### config.mk
export PLATFORM = sky130hd
export DESIGN_NAME = temperature_anomaly_filter_flat
export DESIGN_NICKNAME = d
export VERILOG_FILES = /design/src/rtl/temperature_anomaly_filter_pkg.sv /design/src/rtl/temperature_anomaly_filter_if.sv /design/src/rtl/temperature_anomaly_filter_receiver.sv /design/src/rtl/temperature_anomaly_filter.sv /design/src/flat_wrapper.sv
export SDC_FILE = /design/constraint.sdc
export NUM_CORES = 1
export LEC_CHECK = 0
export ABC_AREA = 1
export ABC_CLOCK_PERIOD_IN_PS = 17450
export CELL_PAD_IN_SITES_DETAIL_PLACEMENT = 0
export CELL_PAD_IN_SITES_GLOBAL_PLACEMENT = 1
export CORE_UTILIZATION = 53
export DETAILED_ROUTE_END_ITERATION = 10
export PLACE_DENSITY = 0.9
export SYNTH_ARGS = -nofsm -noshare
export SYNTH_HDL_FRONTEND = slang
export SYNTH_SLANG_ARGS = --single-unit
### constraint.sdc
create_clock -name clk -period 17.45 [get_ports clk]
set_input_delay 4.3625 -clock clk [delete_from_list [all_inputs] [get_ports clk]]
set_output_delay 4.3625 -clock clk [all_outputs]
set_load 0.02 [all_outputs]
### src/rtl/temperature_anomaly_filter_pkg.sv
// temperature_anomaly_pkg
//   Shared defaults, the acceptance-decision enum and a width helper for the
//   temperature anomaly filter and its serial receiver.
package temperature_anomaly_pkg;

  localparam int DEF_WIDTH          = 16;
  localparam int DEF_DEPTH_LOG2     = 4;
  localparam int DEF_TOL_SHIFT      = 3;
  localparam int DEF_REBASE_COUNT   = 4;
  localparam int DEF_TIMEOUT_CYCLES = 1024;
  localparam int DEF_CNT_W          = 16;

  // Outcome for each received word.
  typedef enum logic [1:0] {
    ACCEPT_WARMUP,
    ACCEPT_IN_BAND,
    ACCEPT_REBASE,
    REJECT
  } decision_e;

  // Bits needed to hold values 0..v-1, never less than 1.
  function automatic int clog2_min1(input int v);
    return ($clog2(v) < 1) ? 1 : $clog2(v);
  endfunction

endpackage

### src/rtl/temperature_anomaly_filter_if.sv
// temperature_anomaly_filter_if
//   Bundles the sensor serial bus (sda/scl) and the validated-temperature
//   result signals of the filter.
//   master : sensor/consumer side (drives sda/scl, observes results)
//   slave  : filter side (receives sda/scl, drives results)
interface temperature_anomaly_filter_if #(
  parameter int WIDTH = 16,
  parameter int CNT_W = 16
);
  logic             sda;
  logic             scl;
  logic             temperatureReady;
  logic [WIDTH-1:0] temperature;
  logic             anomaly;
  logic [WIDTH-1:0] anomalyTemperature;
  logic [CNT_W-1:0] anomalyCount;
  logic [WIDTH-1:0] averageTemperature;
  logic             historyFull;
  logic             rebase;

  modport master (
    output sda, scl,
    input  temperatureReady, temperature, anomaly, anomalyTemperature,
           anomalyCount, averageTemperature, historyFull, rebase
  );

  modport slave (
    input  sda, scl,
    output temperatureReady, temperature, anomaly, anomalyTemperature,
           anomalyCount, averageTemperature, historyFull, rebase
  );
endinterface

### src/rtl/temperature_anomaly_filter_receiver.sv
// serial_sample_receiver
//   Synchronises sda/scl into the clk domain, samples sda on each scl rise
//   (MSB first) and emits a WIDTH-bit word with a one-cycle valid pulse.
//   A partial frame is discarded after TIMEOUT_CYCLES clocks without an scl
//   rise.
//   Ports: clk, rst (async, active-high), i_sda, i_scl (asynchronous),
//          o_word (last complete word), o_word_valid (one-cycle pulse).
import temperature_anomaly_pkg::*;

module serial_sample_receiver #(
  parameter int WIDTH          = DEF_WIDTH,
  parameter int TIMEOUT_CYCLES = DEF_TIMEOUT_CYCLES
) (
  input  logic             clk,
  input  logic             rst,
  input  logic             i_sda,
  input  logic             i_scl,
  output logic [WIDTH-1:0] o_word,
  output logic             o_word_valid
);

  localparam int BIT_W = clog2_min1(WIDTH + 1);
  localparam int TO_W  = clog2_min1(TIMEOUT_CYCLES + 1);

  logic [1:0]       r_scl_sync;
  logic [1:0]       r_sda_sync;
  logic             r_scl_prev;
  logic [WIDTH-1:0] r_shift;
  logic [BIT_W-1:0] r_bit_cnt;
  logic [TO_W-1:0]  r_timeout;
  logic [WIDTH-1:0] r_word;
  logic             r_word_valid;

  logic             w_scl_rise;
  logic [WIDTH-1:0] w_next_shift;

  assign w_scl_rise   = r_scl_sync[1] & ~r_scl_prev;
  assign w_next_shift = {r_shift[WIDTH-2:0], r_sda_sync[1]};

  always_ff @(posedge clk or posedge rst) begin
    if (rst) begin
      r_scl_sync   <= '0;
      r_sda_sync   <= '0;
      r_scl_prev   <= 1'b0;
      r_shift      <= '0;
      r_bit_cnt    <= '0;
      r_timeout    <= '0;
      r_word       <= '0;
      r_word_valid <= 1'b0;
    end else begin
      r_scl_sync   <= {r_scl_sync[0], i_scl};
      r_sda_sync   <= {r_sda_sync[0], i_sda};
      r_scl_prev   <= r_scl_sync[1];
      r_word_valid <= 1'b0;

      if (w_scl_rise) begin
        r_timeout <= '0;
        r_shift   <= w_next_shift;
        if (r_bit_cnt == BIT_W'(WIDTH - 1)) begin
          r_bit_cnt    <= '0;
          r_word       <= w_next_shift;
          r_word_valid <= 1'b1;
        end else begin
          r_bit_cnt <= r_bit_cnt + BIT_W'(1);
        end
      end else if (r_bit_cnt != '0) begin
        // Idle count only runs while a frame is partially received.
        if (r_timeout == TO_W'(TIMEOUT_CYCLES - 1)) begin
          r_bit_cnt <= '0;
          r_timeout <= '0;
        end else begin
          r_timeout <= r_timeout + TO_W'(1);
        end
      end else begin
        r_timeout <= '0;
      end
    end
  end

  assign o_word       = r_word;
  assign o_word_valid = r_word_valid;

endmodule

### src/rtl/temperature_anomaly_filter.sv
// temperature_anomaly_filter
//   Validates serial temperature samples against a tolerance window around
//   the average of a ring-buffer history. Rejections are reported and
//   counted; REBASE_COUNT consecutive rejections flush the history and
//   restart it from the triggering sample.
//   Ports: clk, reset (async, active-high),
//          bus (slave modport): sda/scl in; temperatureReady, temperature,
//          anomaly, anomalyTemperature, anomalyCount, averageTemperature,
//          historyFull, rebase out.
import temperature_anomaly_pkg::*;

module temperature_anomaly_filter #(
  parameter int WIDTH          = DEF_WIDTH,
  parameter int DEPTH_LOG2     = DEF_DEPTH_LOG2,
  parameter int TOL_SHIFT      = DEF_TOL_SHIFT,
  parameter int REBASE_COUNT   = DEF_REBASE_COUNT,
  parameter int TIMEOUT_CYCLES = DEF_TIMEOUT_CYCLES,
  parameter int CNT_W          = DEF_CNT_W
) (
  input  logic                         clk,
  input  logic                         reset,
  temperature_anomaly_filter_if.slave  bus
);

  localparam int DEPTH  = 1 << DEPTH_LOG2;
  localparam int SUM_W  = WIDTH + DEPTH_LOG2;
  localparam int FILL_W = DEPTH_LOG2 + 1;
  localparam int REJ_W  = clog2_min1(REBASE_COUNT + 1);

  logic [WIDTH-1:0]      w_word;
  logic                  w_word_valid;

  logic [WIDTH-1:0]      r_hist [DEPTH];
  logic [DEPTH_LOG2-1:0] r_ptr;
  logic [FILL_W-1:0]     r_fill;
  logic [SUM_W-1:0]      r_sum;
  logic [WIDTH-1:0]      r_avg;
  logic [WIDTH:0]        r_upper;
  logic [WIDTH-1:0]      r_lower;
  logic [REJ_W-1:0]      r_rej_cnt;

  logic                  r_ready;
  logic [WIDTH-1:0]      r_temp;
  logic                  r_anomaly;
  logic [WIDTH-1:0]      r_anom_temp;
  logic [CNT_W-1:0]      r_anom_cnt;
  logic                  r_rebase;

  logic                  w_full;
  logic [WIDTH-1:0]      w_oldest;
  logic [SUM_W-1:0]      w_sum_next;
  decision_e             w_decision;

  serial_sample_receiver #(
    .WIDTH          (WIDTH),
    .TIMEOUT_CYCLES (TIMEOUT_CYCLES)
  ) u_rx (
    .clk          (clk),
    .rst          (reset),
    .i_sda        (bus.sda),
    .i_scl        (bus.scl),
    .o_word       (w_word),
    .o_word_valid (w_word_valid)
  );

  assign w_full   = (r_fill == FILL_W'(DEPTH));
  assign w_oldest = r_hist[r_ptr];
  // The oldest entry only leaves the sum once the ring is full.
  assign w_sum_next = r_sum + SUM_W'(w_word) - (w_full ? SUM_W'(w_oldest) : '0);

  always_comb begin
    w_decision = REJECT;
    if (!w_full) begin
      w_decision = ACCEPT_WARMUP;
    end else if ((w_word > r_lower) && ({1'b0, w_word} < r_upper)) begin
      w_decision = ACCEPT_IN_BAND;
    end else if (r_rej_cnt == REJ_W'(REBASE_COUNT - 1)) begin
      w_decision = ACCEPT_REBASE;
    end
  end

  // History storage needs no reset: entries are only read once every slot
  // has been written since the last reset or rebase.
  always_ff @(posedge clk) begin
    if (w_word_valid) begin
      case (w_decision)
        ACCEPT_WARMUP, ACCEPT_IN_BAND: r_hist[r_ptr] <= w_word;
        ACCEPT_REBASE:                 r_hist[0]     <= w_word;
        default: ;
      endcase
    end
  end

  always_ff @(posedge clk or posedge reset) begin
    if (reset) begin
      r_ptr       <= '0;
      r_fill      <= '0;
      r_sum       <= '0;
      r_avg       <= '0;
      r_upper     <= '0;
      r_lower     <= '0;
      r_rej_cnt   <= '0;
      r_ready     <= 1'b0;
      r_temp      <= '0;
      r_anomaly   <= 1'b0;
      r_anom_temp <= '0;
      r_anom_cnt  <= '0;
      r_rebase    <= 1'b0;
    end else begin
      r_ready   <= 1'b0;
      r_anomaly <= 1'b0;
      r_rebase  <= 1'b0;

      // Average then bounds trail the sum by one cycle each.
      r_avg   <= r_sum[SUM_W-1:DEPTH_LOG2];
      r_upper <= {1'b0, r_avg} + (WIDTH+1)'(r_avg >> TOL_SHIFT);
      r_lower <= r_avg - (r_avg >> TOL_SHIFT);

      if (w_word_valid) begin
        case (w_decision)
          ACCEPT_WARMUP, ACCEPT_IN_BAND: begin
            r_ptr     <= r_ptr + DEPTH_LOG2'(1);
            r_sum     <= w_sum_next;
            r_fill    <= w_full ? r_fill : r_fill + FILL_W'(1);
            r_rej_cnt <= '0;
            r_ready   <= 1'b1;
            r_temp    <= w_word;
          end
          ACCEPT_REBASE: begin
            // Flush and restart with the triggering word as sample one.
            r_ptr     <= DEPTH_LOG2'(1);
            r_sum     <= SUM_W'(w_word);
            r_fill    <= FILL_W'(1);
            r_rej_cnt <= '0;
            r_ready   <= 1'b1;
            r_temp    <= w_word;
            r_rebase  <= 1'b1;
          end
          default: begin
            r_anomaly   <= 1'b1;
            r_anom_temp <= w_word;
            r_rej_cnt   <= r_rej_cnt + REJ_W'(1);
            if (r_anom_cnt != '1) begin
              r_anom_cnt <= r_anom_cnt + CNT_W'(1);
            end
          end
        endcase
      end
    end
  end

  assign bus.temperatureReady   = r_ready;
  assign bus.temperature        = r_temp;
  assign bus.anomaly            = r_anomaly;
  assign bus.anomalyTemperature = r_anom_temp;
  assign bus.anomalyCount       = r_anom_cnt;
  assign bus.averageTemperature = r_avg;
  assign bus.historyFull        = w_full;
  assign bus.rebase             = r_rebase;

endmodule

### src/flat_wrapper.sv
// flat-port wrapper written by rule: the top's interface ports become plain ports
module temperature_anomaly_filter_flat 
#(
  parameter int WIDTH          = DEF_WIDTH,
  parameter int DEPTH_LOG2     = DEF_DEPTH_LOG2,
  parameter int TOL_SHIFT      = DEF_TOL_SHIFT,
  parameter int REBASE_COUNT   = DEF_REBASE_COUNT,
  parameter int TIMEOUT_CYCLES = DEF_TIMEOUT_CYCLES,
  parameter int CNT_W          = DEF_CNT_W
)
  (clk, reset, bus_sda, bus_scl, bus_temperatureReady, bus_temperature, bus_anomaly, bus_anomalyTemperature, bus_anomalyCount, bus_averageTemperature, bus_historyFull, bus_rebase);
  temperature_anomaly_filter_if #(.WIDTH(WIDTH), .CNT_W(CNT_W)) bus_i ();
  input  logic clk;
  input  logic reset;
  input wire logic [$bits(bus_i.sda)-1:0] bus_sda;
  input wire logic [$bits(bus_i.scl)-1:0] bus_scl;
  output wire logic [$bits(bus_i.temperatureReady)-1:0] bus_temperatureReady;
  output wire logic [$bits(bus_i.temperature)-1:0] bus_temperature;
  output wire logic [$bits(bus_i.anomaly)-1:0] bus_anomaly;
  output wire logic [$bits(bus_i.anomalyTemperature)-1:0] bus_anomalyTemperature;
  output wire logic [$bits(bus_i.anomalyCount)-1:0] bus_anomalyCount;
  output wire logic [$bits(bus_i.averageTemperature)-1:0] bus_averageTemperature;
  output wire logic [$bits(bus_i.historyFull)-1:0] bus_historyFull;
  output wire logic [$bits(bus_i.rebase)-1:0] bus_rebase;
  assign bus_i.sda = bus_sda;
  assign bus_i.scl = bus_scl;
  assign bus_temperatureReady = bus_i.temperatureReady;
  assign bus_temperature = bus_i.temperature;
  assign bus_anomaly = bus_i.anomaly;
  assign bus_anomalyTemperature = bus_i.anomalyTemperature;
  assign bus_anomalyCount = bus_i.anomalyCount;
  assign bus_averageTemperature = bus_i.averageTemperature;
  assign bus_historyFull = bus_i.historyFull;
  assign bus_rebase = bus_i.rebase;
  temperature_anomaly_filter #(.WIDTH(WIDTH), .DEPTH_LOG2(DEPTH_LOG2), .TOL_SHIFT(TOL_SHIFT), .REBASE_COUNT(REBASE_COUNT), .TIMEOUT_CYCLES(TIMEOUT_CYCLES), .CNT_W(CNT_W)) u_core (.clk(clk), .reset(reset), .bus(bus_i));
endmodule
# ---- Yosys cells after proc, flatten, opt, wreduce, memory -nomap -nowiden
# Memories as Yosys holds them, arrays and structs flattened.
# Cells that the tools add are included.
dict set report totals {
  inputBits 4
  ram_bits 256
  latchBits 0
  ff_bits 185
  out_inout_bits 68
  mem_bits_ro 0
  n_memories 1
  elab_cells 92
}
# name words word_bits rd rd_ports_with_merged_regs write_ports line
set memory_table {}
lappend memory_table {u_core.r_hist 16 16 1 0 1 temperature_anomaly_filter.sv:33} ;# logic [WIDTH-1:0] r_hist [DEPTH];
dict set report op_classes {
  shifts 0
  n_bitwise 3
  eq_ne 8
  n_mux 31
  div_mod_pow 0
  multipliers 0
  order_cmp 2
  addsub 10
  reduce_logical 16
}
# op count
set ops {}
lappend ops {{$pmux W20 S2} 1}
lappend ops {{$mux W11} 3}
lappend ops {{$mux W16} 2}
lappend ops {{$mux W5} 5}
lappend ops {{$add A20 B16 Y20} 1}
lappend ops {{$sub A20 B20 Y20} 1}
lappend ops {{$add A16 B13 Y17} 1}
lappend ops {{$lt A16 B17 Y1} 1}
lappend ops {{$add A16 B1 Y16 const B} 1}
lappend ops {{$gt A16 B16 Y1} 1}
lappend ops {{$ne A16 B16 Y1 const B} 1}
lappend ops {{$reduce_or A16 Y1} 1}
lappend ops {{$sub A16 B13 Y16} 1}
lappend ops {{$mux W1} 14}
lappend ops {{$add A11 B1 Y11 const B} 1}
lappend ops {{$eq A11 B10 Y1 const B} 1}
lappend ops {{$add A5 B1 Y5 const B} 2}
lappend ops {{$pmux W5 S2} 1}
lappend ops {{$reduce_and A2 Y1} 5}
lappend ops {{$pmux W4 S2} 1}
lappend ops {{$reduce_and A3 Y1} 2}
lappend ops {{$reduce_bool A2 Y1} 3}
lappend ops {{$eq A5 B4 Y1 const B} 1}
lappend ops {{$eq A5 B5 Y1 const B} 1}
lappend ops {{other kinds (16)} 18}

# ---- Depth between registers and ports, before layout
dict set report logic_depth {
  ltp_word 10
  depth_mapped 23
  depth_no_buf 21
}

# ---- Hierarchy
# From an unflattened synthesis, not the netlist that was laid out.
dict set report hier_totals {
  cells_unflattened 2036
  hier_area_um2 20977.6
}
# module cells_each area_per_inst_um2 seq_area_each_um2 instances
set by_module_without_submodules {}
lappend by_module_without_submodules {temperature_anomaly_filter 1806 18716.7 10965.5 1}
lappend by_module_without_submodules {serial_sample_receiver 230 2260.9 1326.3 1}

# ---- Worst setup path after synthesis
# Ideal clock, no wire load.
dict set report synth_path {
  kind {flip-flop to output port}
  start {register u_core.r_fill[0]}
  end {output port bus_historyFull}
  n_path_buf 1
  setup_slack_ns 11.712
  arrival_ns 1.376
  required_time_ns 13.087
  path_stages_with_launch 6
  path_cell_list {dfrtp_1 inv_1 ha_1 nand2_1 nor3_2 clkbuf_1}
}
dict set report synth_between {
  elab_chain_len 1
}
# item line
set synth_lines {}
lappend synth_lines {{start, declared} temperature_anomaly_filter.sv:35} ;# logic [FILL_W-1:0] r_fill;
lappend synth_lines {{start signal, assigned} temperature_anomaly_filter.sv:124} ;# r_fill <= w_full ? r_fill : r_fill + FILL_W'(1);
lappend synth_lines {{$eq A5 B5 Y1} temperature_anomaly_filter.sv:66} ;# assign w_full = (r_fill == FILL_W'(DEPTH));
lappend synth_lines {{end, declared} flat_wrapper.sv:23} ;# output wire logic [$bits(bus_i.historyFull)-1:0] bus_historyFull;
# No other way between the ends.

# ---- Worst setup path in the final report
# Same ends and word-level chain as after synthesis.

==> impl_metrics.yaml <==
placed_design:
  place_congestion: 0.9210
  dp_slack_ns: 10.96
  port_buffers: 71
  dpl.hpwl_um: 32060
worst_setup_path:
  crit_chain: "inv_1, ha_1, nand2_1, nor3_2, buf_4, clkdlybuf4s50_1"
  slowest_delay_ns: 0.67
  required_ns: 13.09
  end_kind: "primary output"
  reg2reg_depth: 20
  cp.arrival_ns: 2.31
  critPathKind: "reg -> out"
  cp_slowest_cell: "clkdlybuf4s50_1"
  critPathLaunchType: "flip-flop"
  cp_max_fo: 16
routing:
  vias: 14812
  detail-route-antenna-nets: 0
  route.detailed.drc: 1
  firstDrtPassIters: 8
  via_per_inst: 5.568
  first_iter_violations: 1162
  avgRoutedWirePerCell_um: 19.05
  wl_um: 50680
global_route:
  grtUsageTotal: 0.2634
  grt_pass1_wl_um: 79180
  grt_start_max_net_pins: 113
  antenna_found_initial: 1
  grt_overflow: 0
  grt_pass1_vias: 14725
clock_tree:
  post_cts_buffers: 0
  postCtsHoldBufs: 0
  numClockSinks: 440
  clk_latency_ns: 0.58
  h-tree-depth: 2
  cts_tree: "yes"
  cts_buffers: 47
  clk_path_buf_depth: 3
  clk_pin_slew_ns: 0.06
  cts_resized: 0
  cts_root_buf: "clkbuf_16"
final_layout:
  insertedDiodeCount: 0
  multi_input_area_mm2: 0.007246
  layout_common_cells: "nand2_1 (382), edfxtp_1 (256), inv_1 (214)"
  regArea_mm2: 0.01230
  nFillCells: 3168
  nNetsFinal: 2213
  layout_commonest_cell: "nand2_1"
  area_delta_synth_final_pct: 13.76
  drive_gt1_frac: 0.05742
power_and_ir_drop:
  p_comb_frac: 0.171
  p_seq_frac: 0.442
  p_sw_frac: 0.2823
  clkPwrFrac: 0.387
  irDropWorstVdd_mv: 0.09863
  cell_internal_pwr_uw: 1901
  power_density_mw_per_mm2: 112.3
  power_switching_uw: 747.5
  p_leak_uw: 0.01014
synthesis:
  ys_ff_latch: 440
  synthDistinctLibCells: 46
  syn_area_mm2: 0.02073
  synth_flop_cell: "edfxtp_1"
  ys_seq_area_frac: 0.5931
  postSynthAreaPerCell_um2: 10.15
  syn_nets: 2149
  syn_inst: 2041
  synth-warning-count: 0
  synthArstFlopShare: 0.4182
  synth-edff-count: 256
sta:
  maxClockFrequency_mhz: 150.0
  rsz0062_at_grt: "false"
  drv_slew: 0
  slew_headroom: 0.2930
  tns_ns: 0
  tightest_slew_ns: 1.061
  post-route-period-util: 0.3821
  hold_viol_final: 0
  setup_viol: 0
  fin_skew_ns: 0.02679
  fin_crit_ns: 6.668
  setup_ws_ns: 10.78
run_status:
  status: "complete, but fails checks"
  violations: "design-rule violations"
hold_path:
  min_path_type: "reg -> reg"
  min_path_cells: 0
floorplanning:
  ios: 72
  die_x_um: 199.8
  start_util: 0.5363
  core-area_mm2: 0.03865
  rows: 72
  die_height_um: 199.8
  die_area_mm2: 0.03990
flow_run:
  cap_viol_max_count: 0
synthesized netlist by cell type, types with 3 or more instances:
cell	number	share of area
a21oi_1	57	0.014
a31oi_1	19	0.0057
buf_1	3	0.00054
buf_2	17	0.0041
clkbuf_1	63	0.011
clkinv_1	3	0.00054
dfrtp_1	184	0.22
edfxtp_1	256	0.37
fa_1	18	0.017
ha_1	86	0.052
inv_1	216	0.039
nand2_1	382	0.069
nand3_1	76	0.018
nand3b_1	7	0.0025
nand4_1	23	0.0069
nor2_1	213	0.039
nor3_1	21	0.0051
nor4_1	3	0.00091
o211ai_1	11	0.0040
o21ai_0	204	0.049
o21ai_1	3	0.00072
o21bai_1	21	0.0076
o221ai_1	22	0.0093
o22ai_1	44	0.013
xnor2_1	6	0.0025
xor2_1	58	0.025
state kept, by name, indices dropped and copies added (netlist names), 4 cells and up:
register / cells
u_core.bus.averageTemperature: 16
u_core.r_ptr: 4
u_core.r_lower: 15
u_core.r_upper: 17
u_core.u_rx.r_shift: 15
u_core.u_rx.r_bit_cnt: 5
u_core.bus.anomalyCount: 16
u_core.bus.temperature: 16
u_core.u_rx.r_timeout: 11
u_core.r_hist: 256
u_core.u_rx.o_word: 16
u_core.bus.anomalyTemperature: 16
u_core.r_fill: 5
u_core.r_sum: 20
critical path: cells and delay by family, from the launching register on:
family / cells / cell delay (ns)
fa+ha+maj: 1 / 0.15
flops: 1 / 0.42
simple gates: 2 / 0.16
buf+inv: 3 / 1.00
power by group through the flow:
stage	Sequential [µW]	Combinational (µW)	Clock, µW
after floorplan	1170	353	0
after global placement	1190	439	0
after detailed placement	1190	449	0
after CTS	1170	452	1040
after global routing	1180	514	1080
final	1170	452	1020
cell families (layout without fill, tap and decap cells):
family,Yosys count,after routing,share of synthesized area
xor gates and xnor gates,64,64,0.02705
DFF,440,440,0.5931
adders and majority gates,104,104,0.06930
muxes,1,1,0.0004830
AOI/OAI and AO/OA,388,388,0.1062
and+or+nand+nor,736,736,0.1463
buffers and inverters,308,409,0.05759
layer usage:
metal,GRT usage,vias up,routed length (µm)
li1,-,7041,-
met1,0.3312,7214,20840
met2,0.4401,454,24190
met3,0.05662,101,3686
met4,0.1156,2,1957
met5,0,-,13
final timing paths:
path,slack (ns),from,end
min,0.35,u_core.u_rx.r_sda_sync[0]$_DFF_PP0_,u_core.u_rx.r_sda_sync[1]$_DFF_PP0_
max,10.78,u_core.r_fill[0]$_DFFE_PP0P_,bus_historyFull
min in group asynchronous,4.33,reset,u_core.bus.anomalyTemperature[10]$_DFFE_PP0P_
max in group asynchronous,11.60,reset,u_core.bus.anomalyCount[1]$_DFFE_PP0P_
max reg2reg,12.00,u_core.r_ptr[0]$_DFFE_PP0P_,u_core.r_sum[14]$_DFFE_PP0P_
min reg2reg,0.35,u_core.u_rx.r_sda_sync[0]$_DFF_PP0_,u_core.u_rx.r_sda_sync[1]$_DFF_PP0_
metrics by stage:
step	power [µW]	instances	area (µm²)	util	hold slack, ns
global route	2767	2660	23580	0.6101	0.3621
finish	2648	2660	23580	0.6101	0.3536
global placement	1629	2574	21970	0.5685	0.3456
floorplan	1526	2041	20730	-	0.3312
CTS	2664	2660	23580	0.6101	0.3581
detailed placement	1640	2574	21970	0.5685	0.3364
final cells by class:
class	count	share of cell area
Inverter	221	0.03556
Clock inverter	33	0.01597
Tap cell	518	0.02749
Sequential cell	440	0.5215
Clock buffer	53	0.05211
Timing Repair Buffer	102	0.04001
Multi-Input combinational cell	1293	0.3073
(Power assumes the default switching activity.)
